`src/rtl/rv32_pkg.sv`:
```
// Shared RV32 decode constants and the multiply/divide sequencer state encoding.
package rv32_pkg;

    localparam logic [6:0] OPC_OP        = 7'b0110011;
    localparam logic [6:0] FUNCT7_MULDIV = 7'b0000001;

    localparam logic [2:0] F3_MUL    = 3'b000;
    localparam logic [2:0] F3_MULH   = 3'b001;
    localparam logic [2:0] F3_MULHSU = 3'b010;
    localparam logic [2:0] F3_MULHU  = 3'b011;
    localparam logic [2:0] F3_DIV    = 3'b100;
    localparam logic [2:0] F3_DIVU   = 3'b101;
    localparam logic [2:0] F3_REM    = 3'b110;
    localparam logic [2:0] F3_REMU   = 3'b111;

    typedef enum logic [1:0] {
        ST_IDLE = 2'd0,
        ST_RUN  = 2'd1,
        ST_DONE = 2'd2
    } muldiv_state_t;

endpackage

```
`src/rtl/muldiv_core.sv`:
```
// Unsigned radix-2 shift/add multiplier and restoring divider sharing one
// 2*XLEN accumulator: {remainder, quotient} when dividing, product when multiplying.
module muldiv_core #(
    parameter int XLEN = 32
) (
    input  logic              clk,
    input  logic              rst,
    input  logic              i_start,
    input  logic              i_step,
    input  logic              i_is_div,
    input  logic [XLEN-1:0]   i_op_a,
    input  logic [XLEN-1:0]   i_op_b,
    output logic [2*XLEN-1:0] o_acc_next,
    output logic              o_last
);

    localparam int CW = $clog2(XLEN);

    logic [2*XLEN-1:0] r_acc;
    logic [XLEN-1:0]   r_opb;
    logic [CW-1:0]     r_cnt;
    logic              r_is_div;

    logic [XLEN:0]     w_add;
    logic [2*XLEN-1:0] w_mul_next;
    logic [XLEN:0]     w_rem_sh;
    logic              w_ge;
    logic [XLEN-1:0]   w_diff;
    logic [2*XLEN-1:0] w_div_next;

    // Multiply: conditionally add multiplicand into the high half, then shift right.
    assign w_add      = {1'b0, r_acc[2*XLEN-1:XLEN]} + {1'b0, (r_acc[0] ? r_opb : {XLEN{1'b0}})};
    assign w_mul_next = {w_add, r_acc[XLEN-1:1]};

    // Divide: shift next dividend bit into the remainder, subtract if it fits.
    assign w_rem_sh   = {r_acc[2*XLEN-1:XLEN], r_acc[XLEN-1]};
    assign w_ge       = (w_rem_sh >= {1'b0, r_opb});
    assign w_diff     = w_rem_sh[XLEN-1:0] - r_opb;
    assign w_div_next = w_ge ? {w_diff, r_acc[XLEN-2:0], 1'b1}
                             : {r_acc[2*XLEN-2:0], 1'b0};

    assign o_acc_next = r_is_div ? w_div_next : w_mul_next;
    assign o_last     = (r_cnt == CW'(XLEN - 1));

    always_ff @(posedge clk) begin
        if (rst) begin
            r_cnt <= '0;
        end else if (i_start) begin
            r_cnt <= '0;
        end else if (i_step) begin
            r_cnt <= r_cnt + 1'b1;
        end
    end

    always_ff @(posedge clk) begin
        if (i_start) begin
            r_acc    <= {{XLEN{1'b0}}, i_op_a};
            r_opb    <= i_op_b;
            r_is_div <= i_is_div;
        end else if (i_step) begin
            r_acc    <= o_acc_next;
        end
    end

endmodule

```
`src/rtl/muldiv_seq.sv`:
```
// RV32M multiply/divide sequencer for the execute stage: decodes M-ops, stalls
// the front end while muldiv_core iterates, and presents a registered result.
module muldiv_seq
    import rv32_pkg::*;
#(
    parameter int XLEN = 32
) (
    input  logic            clk,
    input  logic            rst,
    input  logic [31:0]     instr_exe,
    input  logic [XLEN-1:0] data_a_exe,
    input  logic [XLEN-1:0] data_b_exe,
    input  logic            flush,
    input  logic            hold,
    output logic            stall,
    output logic [XLEN-1:0] result,
    output logic            result_valid
);

    muldiv_state_t r_state;
    muldiv_state_t w_state_nxt;

    logic [2:0]      r_f3;
    logic            r_neg_q;
    logic            r_neg_r;
    logic [XLEN-1:0] r_result;

    logic [2:0]        w_f3;
    logic              w_is_mop;
    logic              w_is_div;
    logic              w_a_signed;
    logic              w_b_signed;
    logic              w_sa;
    logic              w_sb;
    logic [XLEN-1:0]   w_abs_a;
    logic [XLEN-1:0]   w_abs_b;
    logic              w_div0;
    logic              w_ovf;
    logic              w_special;
    logic [XLEN-1:0]   w_special_res;
    logic              w_detect;
    logic              w_start;
    logic              w_step;
    logic              w_last;
    logic [2*XLEN-1:0] w_acc_next;
    logic [2*XLEN-1:0] w_prod;
    logic [XLEN-1:0]   w_quo;
    logic [XLEN-1:0]   w_rem;
    logic [XLEN-1:0]   w_final;

    assign w_f3     = instr_exe[14:12];
    assign w_is_mop = (instr_exe[6:0] == OPC_OP) && (instr_exe[31:25] == FUNCT7_MULDIV);
    assign w_is_div = w_f3[2];

    assign w_a_signed = (w_f3 == F3_MUL) || (w_f3 == F3_MULH) || (w_f3 == F3_MULHSU)
                     || (w_f3 == F3_DIV) || (w_f3 == F3_REM);
    assign w_b_signed = (w_f3 == F3_MUL) || (w_f3 == F3_MULH)
                     || (w_f3 == F3_DIV) || (w_f3 == F3_REM);
    assign w_sa       = w_a_signed && data_a_exe[XLEN-1];
    assign w_sb       = w_b_signed && data_b_exe[XLEN-1];
    assign w_abs_a    = w_sa ? (-data_a_exe) : data_a_exe;
    assign w_abs_b    = w_sb ? (-data_b_exe) : data_b_exe;

    // Divide-by-zero and signed overflow resolve without iterating.
    assign w_div0    = w_is_div && (data_b_exe == '0);
    assign w_ovf     = ((w_f3 == F3_DIV) || (w_f3 == F3_REM))
                    && (data_a_exe == {1'b1, {(XLEN-1){1'b0}}})
                    && (data_b_exe == {XLEN{1'b1}});
    assign w_special = w_div0 || w_ovf;

    always_comb begin
        w_special_res = '0;
        if (w_div0) begin
            w_special_res = w_f3[1] ? data_a_exe : {XLEN{1'b1}};
        end else if (w_ovf) begin
            w_special_res = w_f3[1] ? {XLEN{1'b0}} : {1'b1, {(XLEN-1){1'b0}}};
        end
    end

    assign w_detect = (r_state == ST_IDLE) && w_is_mop && !flush;
    assign w_start  = w_detect && !w_special;
    assign w_step   = (r_state == ST_RUN) && !flush;

    muldiv_core #(.XLEN(XLEN)) u_core (
        .clk        (clk),
        .rst        (rst),
        .i_start    (w_start),
        .i_step     (w_step),
        .i_is_div   (w_is_div),
        .i_op_a     (w_abs_a),
        .i_op_b     (w_abs_b),
        .o_acc_next (w_acc_next),
        .o_last     (w_last)
    );

    // Sign correction on the final iteration's accumulator value.
    assign w_prod = r_neg_q ? (-w_acc_next) : w_acc_next;
    assign w_quo  = r_neg_q ? (-w_acc_next[XLEN-1:0]) : w_acc_next[XLEN-1:0];
    assign w_rem  = r_neg_r ? (-w_acc_next[2*XLEN-1:XLEN]) : w_acc_next[2*XLEN-1:XLEN];

    always_comb begin
        w_final = '0;
        if (r_f3[2]) begin
            w_final = r_f3[1] ? w_rem : w_quo;
        end else if (r_f3 == F3_MUL) begin
            w_final = w_prod[XLEN-1:0];
        end else begin
            w_final = w_prod[2*XLEN-1:XLEN];
        end
    end

    always_ff @(posedge clk) begin
        if (rst) begin
            r_state <= ST_IDLE;
        end else begin
            r_state <= w_state_nxt;
        end
    end

    always_comb begin
        w_state_nxt = r_state;
        if (flush) begin
            w_state_nxt = ST_IDLE;
        end else begin
            case (r_state)
                ST_IDLE: if (w_detect) w_state_nxt = w_special ? ST_DONE : ST_RUN;
                ST_RUN:  if (w_last)   w_state_nxt = ST_DONE;
                ST_DONE: if (!hold)    w_state_nxt = ST_IDLE;
                default: w_state_nxt = ST_IDLE;
            endcase
        end
    end

    always_comb begin
        stall        = 1'b0;
        result_valid = 1'b0;
        case (r_state)
            ST_IDLE: stall        = w_is_mop && !flush;
            ST_RUN:  stall        = 1'b1;
            ST_DONE: result_valid = !flush;
            default: begin
                stall        = 1'b0;
                result_valid = 1'b0;
            end
        endcase
    end

    always_ff @(posedge clk) begin
        if (w_detect) begin
            r_f3    <= w_f3;
            r_neg_q <= w_sa ^ w_sb;
            r_neg_r <= w_sa;
        end
    end

    always_ff @(posedge clk) begin
        if (rst) begin
            r_result <= '0;
        end else if (w_detect && w_special) begin
            r_result <= w_special_res;
        end else if (w_step && w_last) begin
            r_result <= w_final;
        end
    end

    assign result = r_result;

endmodule

```
`config.mk`:
```
export PLATFORM = sky130hd
export DESIGN_NAME = muldiv_seq
export DESIGN_NICKNAME = d
export VERILOG_FILES = /design/src/rtl/rv32_pkg.sv /design/src/rtl/muldiv_core.sv /design/src/rtl/muldiv_seq.sv
export SDC_FILE = /design/constraint.sdc
export NUM_CORES = 1
export LEC_CHECK = 0
export ABC_AREA = 1
export CAP_MARGIN = 20
export CORE_MARGIN = 3
export CORE_UTILIZATION = 40
export DETAILED_ROUTE_END_ITERATION = 8
export PLACE_DENSITY_LB_ADDON = 0.3
export SLEW_MARGIN = 0
export SYNTH_ARGS = -nofsm -noshare
export SYNTH_HDL_FRONTEND = slang
export SYNTH_SLANG_ARGS = --single-unit
export TNS_END_PERCENT = 5
```
`constraint.sdc`:
```
create_clock -name clk -period 9.6 [get_ports clk]
set_input_delay 1.92 -clock clk [delete_from_list [all_inputs] [get_ports clk]]
set_output_delay 1.92 -clock clk [all_outputs]
set_load 0.1 [all_outputs]
```
==> results.sh, run 1 <==
export IMPL_status="completed"
export IMPL_syn_nets=3252
export IMPL_slew_viol_final=0
export IMPL_clk_pin_slew_worst_paths_ps=60
export IMPL_clkPwrFrac=0.334
export IMPL_cts_root_buffer="clkbuf_16"
export IMPL_numPortBuffers=118
export IMPL_fmax_mhz=156
export IMPL_fp_dieH_um=217
export IMPL_overflow=0
export IMPL_switching_share=0.376
export IMPL_drive_gt1_frac=0.0631
export IMPL_postCtsSetupBuffers=0
export IMPL_synth_top_area_share=0.202
export IMPL_crit_required_ps=7680
export IMPL_grt_antenna_before_repair=0
export IMPL_syn_inst=3079
export IMPL_intPower_mw=1.21
export IMPL_min_path_type="reg -> reg"
export IMPL_cts_buffers=17
export IMPL_p_comb_frac=0.322
export IMPL_drc=0
export IMPL_timing_final_crit_period_ps=6420
export IMPL_area_growth_pct=11.9
export IMPL_setup_worst_path_end_class="output pin"
export IMPL_r2r_setup_slack_ps=4090
export IMPL_gp_congestion=1.02
export IMPL_max_vdd_ir_drop_uv=129
export IMPL_switchingPower_mw=0.731
export IMPL_yosysWarningCount=0
export IMPL_seq_power_share=0.344
export IMPL_grt_pass1_wl_um=103000
export IMPL_nFillCells=4732
export IMPL_ioPinCount=134
export IMPL_synth_ff_type="dfxtp_1"
export IMPL_start_util=0.410
export IMPL_cts_hold_buffers=0
export IMPL_clkLatencyLatePin_ps=480
export IMPL_grt_usage=0.280
export IMPL_tightest_slew_ps=1040
export IMPL_htreeDepth=4
export IMPL_dp_cells=3705
export IMPL_dp_hpwl_um=54000
export IMPL_max_slew_margin_rel=0.305
export IMPL_core_um2=43600
export IMPL_final_hold_violation_count=0
export IMPL_postSynth_asyncResetShare=0
export IMPL_ys_seq_area_frac=0.197
export IMPL_cp_arrival_ps=4500
export IMPL_ys_top_cells_by_count="963 x nand2_1, 456 x inv_1, 278 x nand3_1"
export IMPL_wl_per_cell_um=18.0
export IMPL_p_per_area_nw_per_um2=97.1
export IMPL_cts_sinks=141
export IMPL_fin_crit_sh=0.669
export IMPL_skew_ps=15.5
export IMPL_num_antenna_cells=0
export IMPL_rsz0062_at_grt="no"
export IMPL_drv_cap=0
export IMPL_syn_area_um2=17900
export IMPL_cts_tree="yes"
export IMPL_setup_tns_ps=0
export IMPL_layout_cells_non_filler=3738
export IMPL_drt_pass1_iter_count=6
export IMPL_power_leakage_nw=10.1
export IMPL_synth_area_leader_cell="nand2_1"
export IMPL_vias_per_cell=5.37
export IMPL_cts_repair_resized=0
export IMPL_die_w_um=217
export IMPL_synth_distinct_cells=60
export IMPL_startpoint_type="input port"
export IMPL_grt_max_degree=73
export IMPL_antenna_left=0
export IMPL_synth_edf_count=70
export IMPL_synth_seq_cells=141
export IMPL_vias=20058
export IMPL_grt_pass1_vias=17937
export IMPL_drt_wl_total_um=67100
export IMPL_setup_violations=0
export IMPL_synthTopCellsByArea="nand2_1 20%, edfxtp_1 12%, inv_1 9.6%, dfxtp_1 8.0%, nand3_1 7.8%"
export IMPL_postSynthAreaPerCell_um2=5.81
export IMPL_cts_path_max_buffers=2
export IMPL_row_count=76
export IMPL_worstSetupPathType="in -> out"
export IMPL_drt_iter0_markers=2248
export IMPL_crit_path_max_fanout=2
export IMPL_nets=3313
export IMPL_yosysMostFrequentCell="nand2_1"
export IMPL_die_area_um2=47300
cell type report:
type | instances | area, um^2 | area share
sequential | 141 | 3520 | 0.176
clock buffer | 19 | 443 | 0.0221
inverter | 471 | 1770 | 0.0884
clock inverter | 13 | 114 | 0.00569
timing repair buffer | 141 | 1350 | 0.0675
multi-input combinational | 2368 | 12100 | 0.604
tap | 585 | 732 | 0.0366
path summary, 6_finish.rpt:
| path | startpoint | endpoint | cells after the start |
|---|---|---|---|
| hold reg to reg | u_core.r_cnt[4]$_SDFFE_PP0P_ | u_core.r_cnt[4]$_SDFFE_PP0P_ | 2 |
| setup / recovery | instr_exe[30] | stall | 7 |
| hold / removal | u_core.r_cnt[4]$_SDFFE_PP0P_ | u_core.r_cnt[4]$_SDFFE_PP0P_ | 2 |
| setup reg to reg | u_core.r_opb[1]$_DFFE_PP_ | result[24]$_SDFFE_PP0P_ | 29 |
state kept, by name, indices dropped and copies added (netlist names), 2 cells and up:
register      flops
u_core.r_cnt      5
r_state           2
u_core.r_acc     64
u_core.r_opb     32
r_f3              3
result           32
power by group through the flow:
stage | Combinational [mW] | Sequential, mW | Clock, mW
after floorplan | 0.417 | 0.669 | 0
after global placement | 0.611 | 0.681 | 0
after detailed placement | 0.611 | 0.681 | 0
after CTS | 0.615 | 0.668 | 0.657
after global routing | 0.690 | 0.669 | 0.678
final | 0.625 | 0.668 | 0.649
metal layers:
metal  track usage  wire [um]  vias to the layer above
li1              -          -                    10027
met1         0.402      30000                     8983
met2         0.414      28100                      923
met3        0.0515       6530                      125
met4         0.107       2460                        0
met5             0          0                        -
cell families (layout without fill, tap and decap cells):
kind of cell             count (synthesis)  count (layout)  synth area share
flip-flops                             141             141             0.197
multiplexers                            10              10           0.00567
AO/OA/AOI/OAI                          427             427             0.131
AND/OR/NAND/NOR                       1745            1745             0.430
buffers and inverters                  570             644             0.128
adder cells (fa/ha/maj)                 73              73            0.0519
XOR/XNOR                               113             113            0.0554
critical path, stage by stage:
cell             delay, ps
clkdlybuf4s50_1        400
nor3_1                 250
inv_1                   90
nor4_1                 280
nand3_1                150
a21oi_1                220
clkdlybuf4s50_1       1200
through the flow:
stage                util  power, mW  worst slack [ps]  cell area, um^2  hold WS (ps)
global route        0.458       2.04              2980            20000           490
detailed placement  0.446       1.29              3200            19400           464
floorplan               -       1.09              3610            17900           445
CTS                 0.458       1.94              3190            20000           473
global placement    0.446       1.29              3220            19400           459
finish              0.458       1.94              3180            20000           471
placed cells by master, fill, tap and decap left out, drive strengths merged, types with 21 or more instances in the layout:
master,netlist,routed
nor4,21,21
a21oi,165,165
buf,50,22
nand2,997,997
dfxtp,71,71
nand3,291,291
xor2,94,94
inv,469,473
clkdlybuf4s50,0,118
ha,71,71
nor2,292,292
o21ai,209,209
nand4,64,64
edfxtp,70,70
nor3,42,42
Note: power is estimated with default switching activity, not from simulation.
==> inputs of run 2 (changes only) <==
clock period = 6.1 ns   (was 9.6 ns; I/O delays follow)
==> results.sh, run 2 (same netlist as run 1, synthesis figures left out) <==
export IMPL_status="completed"
export IMPL_post_dp_cell_area_um2=19500
export IMPL_startpoint_type="flop"
export IMPL_rr_worst_depth=31
export IMPL_drt_wl_total_um=67400
export IMPL_r2r_start="u_core.r_opb[2]$_DFFE_PP_"
export IMPL_cts_path_max_buffers=2
export IMPL_htreeDepth=4
export IMPL_grtUsageMet2=0.417
export IMPL_crit_path_max_fanout=7
export IMPL_r2r_setup_slack_ps=1040
export IMPL_largest_register="u_core.r_acc"
export IMPL_drive_gt1_frac=0.0644
export IMPL_skew_ps=17.8
export IMPL_crit_required_ps=6500
export IMPL_wl_per_cell_um=18.0
export IMPL_grt_antenna_before_repair=0
export IMPL_cts_root_buffer="clkbuf_16"
export IMPL_clk_pin_slew_worst_paths_ps=70
export IMPL_max_vdd_ir_drop_uv=227
export IMPL_final_hold_violation_count=0
export IMPL_cts_hold_buffers=0
export IMPL_drc=0
export IMPL_die_w_um=217
export IMPL_drv_cap=0
export IMPL_num_antenna_cells=0
export IMPL_hold_depth=2
export IMPL_gp_congestion=1.01
export IMPL_dp_cells=3707
export IMPL_core_um2=43600
export IMPL_min_path_type="reg -> reg"
export IMPL_numPortBuffers=118
export IMPL_fin_crit_sh=0.830
export IMPL_layout_cells_non_filler=3739
export IMPL_dp_hpwl_um=54100
export IMPL_min_from="u_core.r_cnt[4]$_SDFFE_PP0P_"
export IMPL_worstSetupPathType="reg -> reg"
export IMPL_vias=20157
export IMPL_cts_repair_resized=0
export IMPL_die_area_um2=47300
export IMPL_final_common_cell="nand2_1"
export IMPL_area_growth_pct=12.4
export IMPL_multiInputGateArea_um2=12100
export IMPL_grt_pass1_wl_um=104000
export IMPL_setup_tns_ps=0
export IMPL_drt_iter0_markers=2194
export IMPL_nFillCells=4734
export IMPL_ff_latch_area_um2=3520
export IMPL_row_count=76
export IMPL_timing_final_crit_period_ps=5060
export IMPL_nets=3314
export IMPL_fmax_mhz=198
export IMPL_overflow=0
export IMPL_cp_arrival_ps=5460
export IMPL_cts_sinks=141
export IMPL_fin_area_um2=20100
export IMPL_fp_dieH_um=217
export IMPL_max_slew_margin_rel=0.282
export IMPL_antenna_left=0
export IMPL_met3_usage=0.0483
export IMPL_slew_viol_final=0
export IMPL_grt_busiest_layer="met2"
export IMPL_grt_util_met1=0.407
export IMPL_grt_usage=0.282
export IMPL_largest_reg_flops=64
export IMPL_vias_per_cell=5.39
export IMPL_p_per_area_nw_per_um2=160
export IMPL_drt_pass1_iter_count=6
export IMPL_cts_buffers=17
export IMPL_rsz0062_at_grt="no"
export IMPL_tightest_slew_ps=1080
export IMPL_slowest_stage="edfxtp_1"
export IMPL_clkLatencyLatePin_ps=470
export IMPL_ioPinCount=134
export IMPL_power_leakage_nw=10.1
export IMPL_path_common_cell="nand2_1"
export IMPL_postLayoutCoreUtil=0.460
export IMPL_postCtsSetupBuffers=0
export IMPL_grt_pass1_vias=18183
export IMPL_final_cell_mix="962 x nand2_1, 456 x inv_1, 277 x nand3_1"
export IMPL_grt_max_degree=72
export IMPL_cpPeakStageDelay_ps=530
export IMPL_setup_worst_path_end_class="flop"
export IMPL_setup_worst_path_start="u_core.r_opb[2]$_DFFE_PP_"
export IMPL_start_util=0.410
export IMPL_total_power_mw=3.21
export IMPL_setup_violations=0
export IMPL_cts_tree="yes"
## run 2: cell types whose count changed in the layout (fill, tap and decap cells not counted), moves of 2 or more
cell	before	now
clkinv_2	4	2
bufinv_16	1	4
inv_6	4	2
inv_8	0	2
buf_4	22	25
## run 2: stage by stage
stage | hold WS (ps) | worst slack, ps
2_1_floorplan | 445 | 1510
3_3_place_gp | 457 | 947
3_5_place_dp | 467 | 895
4_1_cts | 476 | 1190
5_1_grt | 510 | 708
6_report | 477 | 1040
## run 2: layer usage
metal,up-vias,part of all wire
li1,10032,-
met1,9098,0.46
met2,908,0.41
met3,119,0.094
met4,0,0.036
met5,-,0
## run 2: worst max-delay path, delay by kind of cell (launching register included)
family | cells | cell delay (ps)
simple gates | 24 | 2920
buf+inv | 2 | 130
flops | 1 | 530
fa+ha+maj | 2 | 670
compound gates | 3 | 740
## run 2: final timing paths
kind / to
min reg2reg: u_core.r_cnt[4]$_SDFFE_PP0P_
min: u_core.r_cnt[4]$_SDFFE_PP0P_
max reg2reg: result[24]$_SDFFE_PP0P_
max: result[24]$_SDFFE_PP0P_
## run 2: power breakdown
part / switching, mW / internal [mW] / total, mW
sequential: 0.0367 / 1.01 / 1.05
combinational: 0.664 / 0.322 / 0.986
clock: 0.479 / 0.691 / 1.17
## run 2: final cells by class
type / instances / area share
timing repair buffer: 142 / 0.0676
multi-input combinational: 2368 / 0.601
inverter: 471 / 0.0880
tap: 585 / 0.0364
clock buffer: 17 / 0.0212
sequential: 141 / 0.175
clock inverter: 15 / 0.0105
